$ cat src/rtl/kme_ib_framer_pkg.sv
// Shared types and constants for the kme_ib_framer inbound TLV framer.
// AXI-S widths fall back to local defaults when the build does not supply them.
`ifndef AXI_S_DP_DWIDTH
`define AXI_S_DP_DWIDTH 64
`endif
`ifndef AXI_S_TSTRB_WIDTH
`define AXI_S_TSTRB_WIDTH 8
`endif
`ifndef AXI_S_USER_WIDTH
`define AXI_S_USER_WIDTH 8
`endif
`ifndef AXI_S_TID_WIDTH
`define AXI_S_TID_WIDTH 4
`endif

package kme_ib_framer_pkg;
  localparam int DW = `AXI_S_DP_DWIDTH;
  localparam int SW = `AXI_S_TSTRB_WIDTH;
  localparam int UW = `AXI_S_USER_WIDTH;
  localparam int IW = `AXI_S_TID_WIDTH;

  localparam int SOT_BIT       = 0;
  localparam int EOT_BIT       = 1;
  localparam logic [7:0] MEGA_TYPE_MIN = 8'd21;
  localparam logic [7:0] GUID_TYPE     = 8'd10;
  localparam int GUID_FLAG_BIT = 4;

  typedef enum logic [1:0] {IDLE, OTHER, MEGA, GUID} ib_state_e;

  typedef struct packed {
    logic          tlast;
    logic [IW-1:0] tid;
    logic [UW-1:0] tuser;
    logic [SW-1:0] tstrb;
    logic [DW-1:0] tdata;
  } ib_word_t;

  function automatic ib_state_e decode_type(input logic [7:0] t);
    if (t >= MEGA_TYPE_MIN) return MEGA;
    if (t == GUID_TYPE)     return GUID;
    return OTHER;
  endfunction
endpackage

$ cat src/rtl/kme_axis_skid.sv
// Two-entry AXI-S skid buffer: output register plus one overflow entry, registered ready.
module kme_axis_skid #(
  parameter int W = 8
) (
  input  logic         clk,
  input  logic         rst_n,
  input  logic         in_valid,
  output logic         in_ready,
  input  logic [W-1:0] in_data,
  output logic         out_valid,
  input  logic         out_ready,
  output logic [W-1:0] out_data
);
  logic         skid_vld;
  logic [W-1:0] skid_data;
  logic         in_fire;

  assign in_fire = in_valid & in_ready;

  // in_ready tracks !skid_vld, so a word never arrives while the overflow entry is occupied
  always_ff @(posedge clk or negedge rst_n) begin
    if (!rst_n) begin
      out_valid <= 1'b0;
      out_data  <= '0;
      skid_vld  <= 1'b0;
      skid_data <= '0;
      in_ready  <= 1'b0;
    end else if (!out_valid || out_ready) begin
      if (skid_vld) begin
        out_valid <= 1'b1;
        out_data  <= skid_data;
      end else begin
        out_valid <= in_fire;
        if (in_fire) out_data <= in_data;
      end
      skid_vld <= 1'b0;
      in_ready <= 1'b1;
    end else if (in_fire) begin
      skid_vld  <= 1'b1;
      skid_data <= in_data;
      in_ready  <= 1'b0;
    end else begin
      in_ready <= !skid_vld;
    end
  end
endmodule

$ cat src/rtl/kme_ib_framer.sv
// Inbound TLV framer: passes AXI-S words through a skid buffer and marks tlast per TLV type.
// Optional statistics (frame_cnt, proto_err) are built only with KME_IB_FRAMER_STATS_EN.
module kme_ib_framer
  import kme_ib_framer_pkg::*;
(
  input  logic                          clk,
  input  logic                          rst_n,
  input  logic                          in_tvalid,
  output logic                          in_tready,
  input  logic [`AXI_S_DP_DWIDTH-1:0]   in_tdata,
  input  logic [`AXI_S_TSTRB_WIDTH-1:0] in_tstrb,
  input  logic [`AXI_S_USER_WIDTH-1:0]  in_tuser,
  input  logic [`AXI_S_TID_WIDTH-1:0]   in_tid,
  output logic                          kme_ib_tvalid,
  input  logic                          kme_ib_tready,
  output logic [`AXI_S_DP_DWIDTH-1:0]   kme_ib_tdata,
  output logic [`AXI_S_TSTRB_WIDTH-1:0] kme_ib_tstrb,
  output logic [`AXI_S_USER_WIDTH-1:0]  kme_ib_tuser,
  output logic [`AXI_S_TID_WIDTH-1:0]   kme_ib_tid,
  output logic                          kme_ib_tlast
`ifdef KME_IB_FRAMER_STATS_EN
  ,
  output logic [31:0]                   frame_cnt,
  output logic                          proto_err
`endif
);
  ib_state_e state, state_d, start_st;
  logic [1:0] wcnt, wcnt_d;
  logic       have_guid, hg_d, tlast_d;
  logic       in_fire, sot, eot;
  ib_word_t   in_word, out_word;

  assign in_fire  = in_tvalid & in_tready;
  assign sot      = in_tuser[SOT_BIT];
  assign eot      = in_tuser[EOT_BIT];
  assign start_st = decode_type(in_tdata[7:0]);

  // An SoT always opens a new TLV, abandoning whatever was open; SoT+EoT closes it immediately.
  always_comb begin
    tlast_d = 1'b0;
    state_d = state;
    wcnt_d  = wcnt;
    hg_d    = have_guid;
    if (sot) begin
      state_d = start_st;
      wcnt_d  = 2'd1;
      hg_d    = 1'b0;
      if (eot) begin
        tlast_d = (start_st == MEGA) || (start_st == GUID);
        state_d = IDLE;
      end
    end else begin
      unique case (state)
        IDLE:  state_d = IDLE;
        OTHER: if (eot) state_d = IDLE;
        GUID:  if (eot) begin
                 tlast_d = 1'b1;
                 state_d = IDLE;
               end
        MEGA:  if (eot) begin
                 tlast_d = !have_guid;
                 state_d = IDLE;
               end else begin
                 if (wcnt == 2'd1) hg_d = in_tdata[GUID_FLAG_BIT];
                 if (wcnt != 2'd3) wcnt_d = wcnt + 2'd1;
               end
        default: state_d = IDLE;
      endcase
    end
  end

  always_ff @(posedge clk or negedge rst_n) begin
    if (!rst_n) begin
      state     <= IDLE;
      wcnt      <= 2'd0;
      have_guid <= 1'b0;
    end else if (in_fire) begin
      state     <= state_d;
      wcnt      <= wcnt_d;
      have_guid <= hg_d;
    end
  end

  always_comb begin
    in_word       = '0;
    in_word.tlast = tlast_d;
    in_word.tid   = in_tid;
    in_word.tuser = in_tuser;
    in_word.tstrb = in_tstrb;
    in_word.tdata = in_tdata;
  end

  kme_axis_skid #(.W($bits(ib_word_t))) u_skid (
    .clk       (clk),
    .rst_n     (rst_n),
    .in_valid  (in_tvalid),
    .in_ready  (in_tready),
    .in_data   (in_word),
    .out_valid (kme_ib_tvalid),
    .out_ready (kme_ib_tready),
    .out_data  (out_word)
  );

  assign kme_ib_tlast = out_word.tlast;
  assign kme_ib_tid   = out_word.tid;
  assign kme_ib_tuser = out_word.tuser;
  assign kme_ib_tstrb = out_word.tstrb;
  assign kme_ib_tdata = out_word.tdata;

`ifdef KME_IB_FRAMER_STATS_EN
  logic perr;
  assign perr = in_fire & (sot ? (state != IDLE) : (state == IDLE));

  always_ff @(posedge clk or negedge rst_n) begin
    if (!rst_n) begin
      frame_cnt <= 32'd0;
      proto_err <= 1'b0;
    end else begin
      if (kme_ib_tvalid && kme_ib_tready && kme_ib_tlast) frame_cnt <= frame_cnt + 32'd1;
      if (perr) proto_err <= 1'b1;
    end
  end
`endif
endmodule

$ cat config.mk
export PLATFORM = sky130hd
export DESIGN_NAME = kme_ib_framer
export DESIGN_NICKNAME = d
export VERILOG_FILES = /design/src/rtl/kme_ib_framer_pkg.sv /design/src/rtl/kme_axis_skid.sv /design/src/rtl/kme_ib_framer.sv
export SDC_FILE = /design/constraint.sdc
export NUM_CORES = 1
export LEC_CHECK = 0
export ABC_AREA = 0
export CELL_PAD_IN_SITES_DETAIL_PLACEMENT = 0
export CELL_PAD_IN_SITES_GLOBAL_PLACEMENT = 2
export CORE_ASPECT_RATIO = 0.6
export CORE_UTILIZATION = 27
export DETAILED_ROUTE_END_ITERATION = 8
export PLACE_DENSITY_LB_ADDON = 0.1
export SLEW_MARGIN = 20
export SYNTH_ARGS = -nofsm -noshare
export SYNTH_HDL_FRONTEND = slang
export SYNTH_SLANG_ARGS = --single-unit
$ cat constraint.sdc
create_clock -name clk -period 1.5 [get_ports clk]
set_input_delay 0.45 -clock clk [delete_from_list [all_inputs] [get_ports clk]]
set_output_delay 0.45 -clock clk [all_outputs]
set_load 0.01 [all_outputs]
==> results.py <==
metrics = {
    "yosys": {
        "synth.distinct_cells": 33,
        "syn_nets": 873,
        "synth-seq-cells": 178,
        "synth.avg_cell_area_um2": 9.61,
        "synth_area_mm2": 0.00753,
        "yosys_warnings": 0,
        "netlist_instances": 783,
        "ys_seq_area_share_pct": 59.2,
    },
    "status": {
        "status": "complete, but fails checks",
        "failed_checks": "negative setup slack",
    },
    "clock_tree": {
        "clock_latency_ns": 0.44,
        "root_buffer": "clkbuf_16",
        "clk_path_buf_depth": 2,
        "cts_tree": "built",
        "clock_sinks": 178,
        "h-tree-depth": 4,
        "path_clk_slew_ns": 0.07,
        "cts_buffers": 17,
    },
    "placement": {
        "dp.cells": 1315,
        "pre_cts_ws_ns": -0.427,
        "gp_congestion": 0.797,
        "portBuffers": 174,
        "dp_hpwl_mm": 14.4,
        "place_area_mm2": 0.0101,
    },
    "floorplanning": {
        "die_h_um": 131,
        "core_area_mm2": 0.0269,
        "initial_utilization_pct": 28.0,
        "io_pins": 175,
        "core.rowCount": 46,
        "dieArea_mm2": 0.0286,
        "die_w_um": 218,
    },
    "grt": {
        "grt_pass1_vias": 6308,
        "grt_max_degree": 48,
        "overflow": 0,
        "antenna_found_initial": 0,
        "grt_pass1_wl_mm": 34.7,
        "grt_usage_pct": 15.8,
    },
    "sta": {
        "fmax_ghz": 0.643,
        "worst_slew_pin_slew_ns": 0.334,
        "setup_ws_ns": -0.0547,
        "slew_viol_final": 0,
        "clock_skew_ns": 0.00732,
        "timing_hold_violations_final": 0,
        "worst_slew_margin_rel_pct": 77.7,
        "min_period_over_period_pct": 104,
        "post-route-min-period_ns": 1.55,
        "grt_setup_unrepaired": "true",
        "whs_ns": 0.451,
        "finalSetupViolCount": 1,
    },
    "drt": {
        "num_vias": 6041,
        "drt-wirelength-per-cell_um": 15.7,
        "totalWireLength_mm": 21.5,
        "drc": 0,
        "antenna_left": 0,
        "viasPerCell": 4.40,
        "drt_iter0_drc": 502,
        "dr.pass1.iters": 4,
    },
    "power": {
        "peakVddDrop_mv": 0.556,
        "leakagePower_nw": 4.87,
        "power_density_mw_per_mm2": 1530,
    },
    "worst_hold_path": {
        "hold_path_class": "in -> async",
    },
    "setup_path": {
        "criticalPathCategory": "reg -> reg",
        "timing.rr.start": "wcnt[0]$_DFFE_PN0P_",
        "regToRegSetupSlack_ns": -0.05,
        "reg2reg_depth": 5,
        "worst_ep_arrival_time_ns": 1.88,
        "crit_fanout": 4,
        "r2r-end": "wcnt[0]$_DFFE_PN0P_",
        "cp.required_ns": 1.82,
        "start_kind": "flip-flop",
        "critPathCaptureType": "flip-flop",
    },
    "cells_and_area": {
        "finalNonFillerCells": 1373,
        "final_common_cell": "nand2_1",
        "fin_util_pct": 39.2,
        "area_growth_syn_to_layout_pct": 40.0,
        "drive_above_1_share_pct": 20.0,
        "antenna_cells": 0,
        "nNetsFinal": 1090,
        "final_cell_mix": "nand2_1, dfrtp_1, a21oi_1",
        "stdcell_area_mm2": 0.0105,
    },
    "run": {
        "maxCapViolations": 0,
    },
}
==> registers in the layout (all words and copies together) (netlist names) <==
register          cells
u_skid.out_data      85
u_skid.skid_data     85
state                 2
wcnt                  2
have_guid             1
u_skid.in_ready       1
u_skid.out_valid      1
u_skid.skid_vld       1
==> where the power goes <==
part	internal [mW]	total, mW	switching [mW]
Combinational	1.96	4.13	2.17
Clock	3.17	5.13	1.96
Sequential	6.08	6.82	0.739
Total	11.2	16.1	4.87
==> cells in the mapped netlist <==
| cell | number | area share [%] |
|---|---|---|
| o21ai_0 | 4 | 0.27 |
| nand4b_1 | 1 | 0.12 |
| o2111ai_1 | 1 | 0.12 |
| buf_2 | 25 | 1.7 |
| o22a_1 | 1 | 0.12 |
| buf_6 | 1 | 0.15 |
| o211ai_1 | 2 | 0.20 |
| buf_1 | 9 | 0.45 |
| dfrtp_1 | 178 | 59 |
| o22ai_1 | 1 | 0.083 |
| nor2_2 | 1 | 0.083 |
| and4bb_2 | 1 | 0.17 |
| nand3_1 | 2 | 0.13 |
| or4b_4 | 1 | 0.18 |
| mux2i_1 | 83 | 11 |
| ha_1 | 2 | 0.33 |
| a22oi_1 | 1 | 0.10 |
| buf_4 | 3 | 0.30 |
| o31ai_1 | 1 | 0.10 |
| inv_1 | 4 | 0.20 |
| nor2b_1 | 3 | 0.25 |
| nand4bb_1 | 1 | 0.15 |
| and2_1 | 1 | 0.083 |
| clkbuf_1 | 10 | 0.50 |
| nor3_1 | 2 | 0.13 |
| nand2b_1 | 2 | 0.17 |
| nor2_1 | 89 | 4.4 |
| a21oi_2 | 1 | 0.12 |
| a31oi_1 | 2 | 0.17 |
| nand2_1 | 259 | 13 |
| nor3_2 | 1 | 0.13 |
| nand2_2 | 1 | 0.083 |
| a21oi_1 | 89 | 5.9 |
==> critical path, stage by stage, from the launching register on <==
cell and delay [ns]:
dfrtp_1 0.40, ha_2 0.18, or4b_4 0.51, nor3_2 0.11, a21oi_1 0.05, o22a_1 0.18
==> kinds of logic after synthesis <==
| group | synth area share [%] |
|---|---|
| simple gates | 19.0 |
| flops | 59.2 |
| compound gates | 7.18 |
| buf+inv | 3.26 |
| mux | 11.0 |
| fa+ha+maj | 0.332 |
==> routing by layer <==
layer / vias to the layer above / global-route usage (%) / part of all wire, %
li1: 2988 / - / -
met1: 2920 / 22.0 / 50
met2: 119 / 23.6 / 44
met3: 14 / 4.54 / 5.2
met4: 0 / 4.38 / 0.96
met5: - / 0 / 0
==> timing repair <==
| item | CTS | global route |
|---|---|---|
| hold buffers | 1 | 0 |
| cloned | 0 | 1 |
| setup buffers | 21 | 3 |
| endpoints found under the hold margin | 22 | 0 |
| resized for setup | 350 | 3 |
| endpoints found under the setup margin | 89 | 15 |
| pin swaps | 2 | 1 |
==> stage by stage <==
step,TNS (ns),total power [mW]
global route,-0.225,17.1
detailed placement,-57.51,11.5
finish,-0.0547,16.1
global placement,-55.13,11.3
CTS,-0.0966,16.3
floorplan,-0.0437,8.81
==> layout make-up <==
class                      count  area, um^2
multi-input combinational    553        2860
clock inverter                14         234
fill                        2663       16300
tap                          360         450
sequential                   178        4460
timing repair buffer         246        2090
clock buffer                  18         439
inverter                       4        15.0
==> how the worst max path moves through the flow <==
stage | from | to | depth (start not counted) | slack [ns]
2_1_floorplan | in_tuser[1] | wcnt[0]$_DFFE_PN0P_ | 5 | -0.04
3_3_place_gp | in_tuser[1] | wcnt[0]$_DFFE_PN0P_ | 5 | -0.45
3_5_place_dp | in_tuser[1] | wcnt[0]$_DFFE_PN0P_ | 5 | -0.43
4_1_cts | wcnt[0]$_DFFE_PN0P_ | wcnt[0]$_DFFE_PN0P_ | 5 | -0.06
5_1_grt | wcnt[1]$_DFFE_PN0P_ | wcnt[0]$_DFFE_PN0P_ | 5 | -0.12
6_report | wcnt[0]$_DFFE_PN0P_ | wcnt[0]$_DFFE_PN0P_ | 5 | -0.05
Power figures use the tool's default switching activity.
